`config.mk`:
```
export PLATFORM = sky130hd
export DESIGN_NAME = ccff_loader
export DESIGN_NICKNAME = d
export VERILOG_FILES = /design/src/rtl/ccff_pkg.sv /design/src/rtl/ccff_tail_checker.sv /design/src/rtl/ccff_loader.sv
export SDC_FILE = /design/constraint.sdc
export NUM_CORES = 1
export LEC_CHECK = 0
export BUFFER_PORTS_ARGS = -buffer_cell sky130_fd_sc_hd__buf_2
export CAP_MARGIN = 0
export CORE_AREA = 8 8 81 83
export DETAILED_ROUTE_END_ITERATION = 7
export DIE_AREA = 0 0 89 91
export GPL_ROUTABILITY_DRIVEN = 0
export PLACE_DENSITY = 0.73
export SYNTH_ARGS = -nofsm -noshare
export SYNTH_HDL_FRONTEND = slang
export SYNTH_SLANG_ARGS = --single-unit
```
`constraint.sdc`:
```
create_clock -name tck_i -period 1.7 [get_ports tck_i]
set_input_delay 0.17 -clock tck_i [delete_from_list [all_inputs] [get_ports tck_i]]
set_output_delay 0.17 -clock tck_i [all_outputs]
set_load 0.005 [all_outputs]
```
`src/rtl/ccff_pkg.sv`:
```
// ccff_pkg: shared FSM states and widths for the configuration-chain loader.
package ccff_pkg;
    typedef enum logic [2:0] {IDLE, PRESET, LOAD, SHIFT, CHECK, DONE} state_t;
    localparam int WORD_W = 32;
    localparam int CHECK_LEN = 8;
endpackage

```
`src/rtl/ccff_tail_checker.sv`:
```
// ccff_tail_checker: latches the first payload bits and compares them against the chain tail.
// Compiled only when CCFF_TAIL_CHECK_EN is defined.
`ifdef CCFF_TAIL_CHECK_EN
module ccff_tail_checker
    import ccff_pkg::*;
(
    input  logic clk,
    input  logic rst,
    input  logic i_clr,
    input  logic i_cap,
    input  logic i_bit,
    input  logic i_chk,
    input  logic i_tail,
    output logic o_err
);
    logic [CHECK_LEN-1:0] r_pl;
    logic                 r_err;
    // r_pl[CHECK_LEN-1] always holds the next payload bit expected on the tail
    always_ff @(posedge clk) begin
        if (rst) begin
            r_pl  <= '0;
            r_err <= 1'b0;
        end else begin
            if (i_cap) r_pl <= {r_pl[CHECK_LEN-2:0], i_bit};
            else if (i_chk) r_pl <= {r_pl[CHECK_LEN-2:0], 1'b0};
            if (i_clr) r_err <= 1'b0;
            else if (i_chk && (i_tail != r_pl[CHECK_LEN-1])) r_err <= 1'b1;
        end
    end
    assign o_err = r_err;
endmodule
`endif

```
`src/rtl/ccff_loader.sv`:
```
// ccff_loader: serialises 32-bit bitstream words MSB-first into a configuration chain.
// Define CCFF_TAIL_CHECK_EN to add an 8-cycle tail readback check after the load.
module ccff_loader
    import ccff_pkg::*;
#(
    parameter int CHAIN_LEN     = 2048,
    parameter int PRESET_CYCLES = 4
) (
    input  logic              tck_i,
    input  logic              rst_i,
    input  logic              start_i,
    input  logic [WORD_W-1:0] word_i,
    input  logic              word_valid_i,
    output logic              word_ready_o,
    output logic              config_enable_o,
    output logic              preset_o,
    output logic              progclk_en_o,
    output logic              ccff_head_o,
    input  logic              ccff_tail_i,
    output logic              busy_o,
    output logic              done_o,
    output logic              error_o
);
    localparam int CW = $clog2(CHAIN_LEN + 1);
    localparam int PW = $clog2(PRESET_CYCLES + 1);
    localparam int BW = $clog2(WORD_W);
`ifdef CCFF_TAIL_CHECK_EN
    localparam state_t END_ST = CHECK;
`else
    localparam state_t END_ST = DONE;
`endif
    state_t            r_state, w_next;
    logic [CW-1:0]     r_cnt;
    logic [PW-1:0]     r_pcnt;
    logic [BW-1:0]     r_bits;
    logic [WORD_W-1:0] r_shreg;
    logic              r_head;
    logic              w_accept;
    assign w_accept = (r_state == LOAD) && word_valid_i;
    always_ff @(posedge tck_i) begin
        if (rst_i) begin
            r_state <= IDLE;
            r_cnt   <= '0;
            r_pcnt  <= '0;
            r_bits  <= '0;
            r_shreg <= '0;
            r_head  <= 1'b0;
        end else begin
            r_state <= w_next;
            r_pcnt  <= (r_state == PRESET) ? r_pcnt + 1'b1 : '0;
            r_bits  <= (r_state == SHIFT || r_state == CHECK) ? r_bits + 1'b1 : '0;
            if (r_state == IDLE && start_i) r_cnt <= CW'(CHAIN_LEN);
            else if (r_state == SHIFT && r_cnt != '0) r_cnt <= r_cnt - 1'b1;
            if (w_accept) r_shreg <= word_i;
            else if (r_state == SHIFT) r_shreg <= {r_shreg[WORD_W-2:0], 1'b0};
            if (r_state == SHIFT) r_head <= r_shreg[WORD_W-1];
        end
    end
    always_comb begin
        w_next = r_state;
        case (r_state)
            IDLE:    if (start_i) w_next = PRESET;
            PRESET:  if (r_pcnt == PW'(PRESET_CYCLES - 1)) w_next = LOAD;
            LOAD:    if (word_valid_i) w_next = SHIFT;
            SHIFT:   if (r_bits == BW'(WORD_W - 1)) w_next = (r_cnt == CW'(1)) ? END_ST : LOAD;
`ifdef CCFF_TAIL_CHECK_EN
            CHECK:   if (r_bits == BW'(CHECK_LEN - 1)) w_next = DONE;
`endif
            DONE:    w_next = IDLE;
            default: w_next = IDLE;
        endcase
    end
    // r_head keeps the last shifted bit so a LOAD stall leaves the head line steady
    assign ccff_head_o     = (r_state == SHIFT) ? r_shreg[WORD_W-1] : (r_state == CHECK) ? 1'b0 : r_head;
    assign word_ready_o    = (r_state == LOAD);
    assign preset_o        = (r_state == PRESET);
    assign progclk_en_o    = (r_state == SHIFT) || (r_state == CHECK);
    assign config_enable_o = (r_state == PRESET) || (r_state == LOAD) || progclk_en_o;
    assign busy_o          = (r_state != IDLE);
    assign done_o          = (r_state == DONE);
`ifdef CCFF_TAIL_CHECK_EN
    ccff_tail_checker u_chk (
        .clk   (tck_i),
        .rst   (rst_i),
        .i_clr (r_state == IDLE && start_i),
        .i_cap (r_state == SHIFT && r_cnt > CW'(CHAIN_LEN - CHECK_LEN)),
        .i_bit (r_shreg[WORD_W-1]),
        .i_chk (r_state == CHECK),
        .i_tail(ccff_tail_i),
        .o_err (error_o)
    );
`else
    logic w_unused_tail;
    assign w_unused_tail = ccff_tail_i;
    assign error_o = 1'b0;
`endif
endmodule
```
==> results.toml, run 1 <==
[logic_synthesis]
synth_top_area_cell = "dfxtp_1"
synth_edf_count = 0
async_reset_ff_share_pct = 0
yosysSeqAreaShare_pct = 44.5
ys_ff_latch = 56
ys.flop_type = "dfxtp_1"
syn_nets = 333
syn_area_sq_um = 2520
synth_area_leaders = "dfxtp_1, a22oi_1, a21oi_1, nand2_1, ha_1"
yosysWarnings = 0
synth_top_area_share_pct = 44.5
syn_inst = 289
synth_cell_type_count = 47
synth.avg_cell_area_sq_um = 8.72

[cts]
clkLatencyLatePin_ns = 0.31
cts_buffers = 5
root_buffer = "clkbuf_8"
clkSinkCount = 56
cts.clk_slew.worst_paths_ns = 0.09
cts_max_level = 2
clockBufferDepth = 2
cts_tree = "done"

[die]
core_sq_um = 5340
die_area_sq_um = 8100
num_rows = 27
io_pins = 45
start_util_pct = 47.2
die_x_microns = 89
die_h_microns = 91

[route]
wl_met2_microns = 2860
num_vias = 2345
top_layer = "met4"
totalWireLength_microns = 6050
wl_met3_microns = 284
first_pass_iters = 4
drt_iter0_markers = 92
route.detailed.drc = 0
viasPerCell = 5.43
wl_met1_microns = 2850
ant_nets = 0
wl_per_cell_microns = 14.0

[job]
maxCapViolations = 0

[pwr]
p_leak_uw = 0.00128
power.density_nw_per_um2 = 743
ir_worst_vdd_mv = 0.484

[finish]
fillers = 482
drive_above_1_share_pct = 35.3
multi_input_area_sq_um = 1430
nets = 404
regArea_sq_um = 1130
mostFrequentLayoutCell = "dfxtp_1"
antenna_cells = 0
final_cell_mix = "dfxtp_1, buf_2, nand2_1"
syn2layout_area_growth_pct = 32.3
postLayoutCellArea_sq_um = 3340

[critical_path]
end_kind = "flop"
required_ns = 1.90
worstPathMaxFanout = 3
critPathSlowestCell = "or3b_4"
startpoint_type = "flop"
crit_chain = "inv_2 -> ha_4 -> or3b_4 -> o41ai_4 -> buf_4 -> xnor2_2 -> nor2_1"
slowest_delay_ns = 0.42
worstSetupPathType = "reg -> reg"
worst_ep_arrival_time_ns = 2.01

[sta]
post-route-period-util_pct = 107
fin_ws_ns = -0.111
worstMarginPinSlew_ns = 0.701
finalCriticalPeriod_ns = 1.81
rsz0062_at_grt = "true"
hold_viol = 0
relSlewSlack_pct = 53.2
finalMaxSlewViolations = 0
finalClockSkew_ns = 0.00724
timing.fmax_mhz = 552
setup_viol = 9

[global_routing]
grt_max_degree = 34
antenna_found_initial = 0
grt_overflow = 0
grt_pass1_vias = 2196
grt_pass1_wl_microns = 9940
grtUsageTotal_pct = 15.1

[place]
place_ws_ns = -0.180
port_buffers = 42
dp_hpwl_microns = 4090
post_dp_cell_area_sq_um = 3020

[outcome]
status = "finished, violations left"
violations = "setup timing"

[hold_path]
holdCritPathClass = "in -> reg"
## state kept, by name (all words and copies together) (netlist names)
signal / flops
r_cnt: 12
r_head: 1
r_shreg: 32
r_state: 3
r_pcnt: 3
r_bits: 5
## synth_stat cells (2+ instances only)
master / number
a21oi_1: 40
a22oi_1: 31
a31o_2: 2
and2_1: 5
and3_1: 2
buf_1: 2
clkbuf_1: 17
dfxtp_1: 56
ha_1: 7
inv_1: 3
mux2i_1: 2
nand2_1: 41
nand2b_1: 3
nand3_1: 4
nand3b_1: 2
nor2_1: 12
nor2b_1: 5
nor3_1: 5
nor4_1: 5
o21ai_0: 7
o31ai_1: 2
or3_1: 7
or3b_1: 2
or3b_2: 2
or4_2: 2
xnor2_1: 2
## metal layers
metal / up-vias / GRT usage [%]
li1: 1186 / -
met1: 1109 / 19.0
met2: 45 / 24.0
met3: 5 / 4.41
met4: 0 / 4.58
met5: - / 0
## critical path, delay by kind of cell, from the launching register on
kind	cells	cell delay, ns
AOI/OAI and AO/OA	1	0.39
xor gates and xnor gates	1	0.11
adders and majority gates	1	0.14
buffers and inverters	2	0.27
DFF	1	0.33
and+or+nand+nor	2	0.47
## stage by stage
stage,hold slack [ns],util (%),cells,power [uW],TNS (ns)
finish,0.106,62.5,432,2480,-0.466
global route,0.119,62.5,432,2560,-1.36
CTS,0.100,61.3,429,2490,-1.06
detailed placement,0.424,56.5,414,1490,-3.81
global placement,0.408,56.5,414,1490,-3.56
floorplan,0.306,-,289,1410,-0.260
## cell type report
type / count / share of cell area (%)
timing repair buffer: 85 / 16.4
clock inverter: 2 / 1.80
tap: 72 / 2.70
sequential: 56 / 33.8
clock buffer: 5 / 2.06
multi-input combinational: 209 / 42.9
inverter: 3 / 0.338
## report_power, final
group	internal (uW)	leakage, uW	switching (uW)
logic	80.8	0.000766	78.2
clock network	580	0.0000642	420
registers	1320	0.000454	2.85
## repair_timing
action                                  CTS  global route
buffers inserted                          7             4
hold buffers                              0             0
endpoints found under the setup margin   48            26
gates resized for setup                  18            13
gates cloned                              1             0
pin swaps                                10             8
## cell families (layout without fill, tap and decap cells)
kind of cell               after synthesis  in the layout  synth area share [%]
AOI/OAI and AO/OA                       89             89                  23.1
xor gates and xnor gates                 3              3                  1.04
buffers and inverters                   24             95                  4.02
and+or+nand+nor                        106            106                  22.5
other                                    1              1                 0.149
muxes                                    3              3                  1.24
DFF                                     56             56                  44.5
adders and majority gates                7              7                  3.47
## path summary, 6_finish.rpt
path	startpoint	endpoint	slack (ns)	cells past startpoint
max	r_cnt[1]$_SDFFE_PP0P_	r_cnt[0]$_SDFFE_PP0P_	-0.11	7
min	word_i[0]	r_shreg[0]$_SDFFE_PP0P_	0.11	3
max reg2reg	r_cnt[1]$_SDFFE_PP0P_	r_cnt[0]$_SDFFE_PP0P_	-0.11	7
min reg2reg	r_pcnt[0]$_SDFF_PP0_	r_pcnt[0]$_SDFF_PP0_	0.43	1
No activity file was read; power rests on OpenSTA's default activity.
==> inputs of run 2 (changes only) <==
- ABC_AREA: not set -> 1
- CORE_AREA: 8 8 81 83 -> 8 8 71 103
- DIE_AREA: 0 0 89 91 -> 0 0 79 111
==> run 2 against run 1 <==
The flow now finishes without violations. Power grew 42%. Worst setup slack better by 0.23 ns. Largest power group unchanged. Highest routed layer unchanged. Clock power down 28%. Synthesized area up 12%. First-iteration DRC count rose by 99%. Largest cell class unchanged. Non-clock buffer count shrank 36. Sequential power increased by 18%. Maximum frequency grew 14%. Die area increased by 8.3%.
==> results.toml, run 2 <==
[outcome]
status = "finished clean"

[sta]
timing.fmax_mhz = 631
relSlewSlack_pct = 66.3
setup_viol = 0
finalClockSkew_ns = 0.00549
post-route-period-util_pct = 93.2
finalCriticalPeriod_ns = 1.58
hold_viol = 0
rsz0062_at_grt = "false"
worstMarginPinSlew_ns = 0.504
finalMaxSlewViolations = 0
tns_ns = 0

[logic_synthesis]
yosysSeqAreaShare_pct = 39.8
synth_cell_type_count = 29
yosys.cell_count.top_type = "nand2_1"
synth_top_area_cell = "dfxtp_1"
synth.avg_cell_area_sq_um = 6.48
syn_area_sq_um = 2820
async_reset_ff_share_pct = 0
ys_ff_latch = 56
ys.flop_type = "dfxtp_1"
synth_edf_count = 0
netlist_top_cells_count = "nand2_1, inv_1, dfxtp_1"
yosysWarnings = 0
synth_area_leaders = "dfxtp_1, nand2_1, inv_1, nand3_1, nor2_1"
syn_nets = 479
synth_top_area_share_pct = 39.8
syn_inst = 435

[critical_path]
startpoint_type = "flop"
worst_ep_arrival_time_ns = 1.41
crit_top_cell = "inv_2"
cp_num_buf_inv = 4
crit_chain = "inv_2 -> nor2_4 -> nand2_4 -> inv_1 -> or2_4 -> inv_2 -> nand3_1 -> buf_2"
slowest_delay_ns = 0.37
worstSetupPathType = "reg -> out"
worstPathMaxFanout = 4
required_ns = 1.53
critPathSlowestCell = "dfxtp_4"
end_kind = "output port"
cpLargestDelayFamily = "simple AND/OR/NAND/NOR gates"

[finish]
largest_reg_flops = 32
nets = 521
mostFrequentLayoutCell = "nand2_1"
final_cell_mix = "nand2_1, inv_1, dfxtp_1"
drive_above_1_share_pct = 15.3
reg_top3 = "r_shreg x32, r_cnt x12, r_bits x5"
syn2layout_area_growth_pct = 13.5
antenna_cells = 0
top_register = "r_shreg"
postLayoutCellArea_sq_um = 3200

[pwr]
ir_worst_vdd_mv = 0.669
power.density_nw_per_um2 = 1100
p_leak_uw = 0.00173

[die]
die_x_microns = 79
io_pins = 45
die_h_microns = 111
core_sq_um = 5790
start_util_pct = 48.7
die_area_sq_um = 8770
num_rows = 34

[global_routing]
grtUsageMet2_pct = 24.7
grt_overflow = 0
grtUsageMet3_pct = 2.68
grt_max_degree = 33
grtUsageTotal_pct = 13.6
antenna_found_initial = 0
grt_busiest_layer = "met2"
grt_pass1_wl_microns = 10200
grt_pass1_vias = 2480
met1_usage_pct = 14.9

[cts]
root_buffer = "clkbuf_8"
cts_tree = "done"
cts_buffers = 5
clkLatencyLatePin_ns = 0.30
cts_max_level = 2
clockBufferDepth = 2
cts.clk_slew.worst_paths_ns = 0.10
clkSinkCount = 56

[route]
totalWireLength_microns = 5890
viasPerCell = 4.76
drt_iter0_markers = 183
ant_nets = 0
wl_per_cell_microns = 10.7
route.detailed.drc = 0
num_vias = 2617
first_pass_iters = 4

[place]
post_dp_cell_area_sq_um = 3080
dp_hpwl_microns = 4350
port_buffers = 42

[hold_path]
holdCritPathClass = "in -> reg"

[job]
maxCapViolations = 0
==> run 2: cell count changes after synthesis, sizes merged, moves of 6 or more <==
cell    previous run  this run
nand2             41       177
clkbuf            17         0
a21oi             40        12
buf                4        14
or3                8         0
a22oi             31         0
inv                3        65
nor4               6         0
nor2              12        34
nand3              4        45
==> run 2: layout make-up <==
cell class | count | area, sq um
fill | 616 | 2590
timing repair buffer | 49 | 275
multi-input combinational | 300 | 1370
clock buffer | 7 | 76.3
sequential | 56 | 1130
inverter | 65 | 246
clock inverter | 1 | 8.76
tap | 72 | 90.1
==> run 2: repair_timing <==
action                                  in CTS  in global routing
hold buffers                                 0                  0
endpoints found under the setup margin       1                  4
cloned                                       0                  0
buffers inserted                             0                  1
pin swaps                                    1                  1
gates resized for setup                      5                  7
==> run 2: worst paths after layout <==
path                            from                      end  slack, ns  cells after the start
max          r_state[1]$_SDFFE_PP0P_          config_enable_o       0.12                      8
min                            rst_i  r_shreg[0]$_SDFFE_PP0P_       0.07                      2
max reg2reg    r_cnt[0]$_SDFFE_PP0P_    r_cnt[4]$_SDFFE_PP0P_       0.15                      9
min reg2reg     r_pcnt[0]$_SDFF_PP0_     r_pcnt[0]$_SDFF_PP0_       0.43                      1
==> run 2: metal layers <==
layer | vias to the layer above | share of wire, %
met2 | 36 | 52
met5 | - | 0
met1 | 1174 | 44
met3 | 7 | 2.8
met4 | 0 | 1.4
li1 | 1400 | -
==> run 2: cell families after synthesis <==
logic type / count (synthesis) / synth area share, %
other cells: 1 / 0.133
flops: 56 / 39.8
buf+inv: 79 / 12.0
simple gates: 266 / 39.5
fa+ha+maj: 7 / 3.11
compound gates: 22 / 4.31
xor+xnor: 4 / 1.24
==> run 2: stage by stage <==
| stage | setup WS [ns] | hold WS, ns | utilization, % | cells | power (uW) |
|---|---|---|---|---|---|
| 2_1_floorplan | 0.392 | 0.239 | - | 435 | 2430 |
| 3_3_place_gp | 0.169 | 0.397 | 53.3 | 541 | 2740 |
| 3_5_place_dp | 0.144 | 0.397 | 53.3 | 541 | 2760 |
| 4_1_cts | 0.0180 | 0.0602 | 54.9 | 549 | 3510 |
| 5_1_grt | 0.00831 | 0.0657 | 55.3 | 550 | 3770 |
| 6_report | 0.116 | 0.0731 | 55.3 | 550 | 3520 |
==> run 2: worst reg2reg max path, stage by stage, from the launching register on <==
cell     delay [ns]
dfxtp_1        0.37
inv_1          0.11
ha_1           0.22
nand3_1        0.08
nor2_1         0.06
nor2_4         0.29
nand3_1        0.15
nand2_1        0.09
nand2_1        0.04
nor2_1         0.08
==> run 2: where the power goes <==
| group | internal, uW | switching (uW) | leakage [uW] |
|---|---|---|---|
| Clock | 296 | 422 | 0.0000424 |
| Combinational | 475 | 760 | 0.00124 |
| Sequential | 1460 | 104 | 0.000455 |
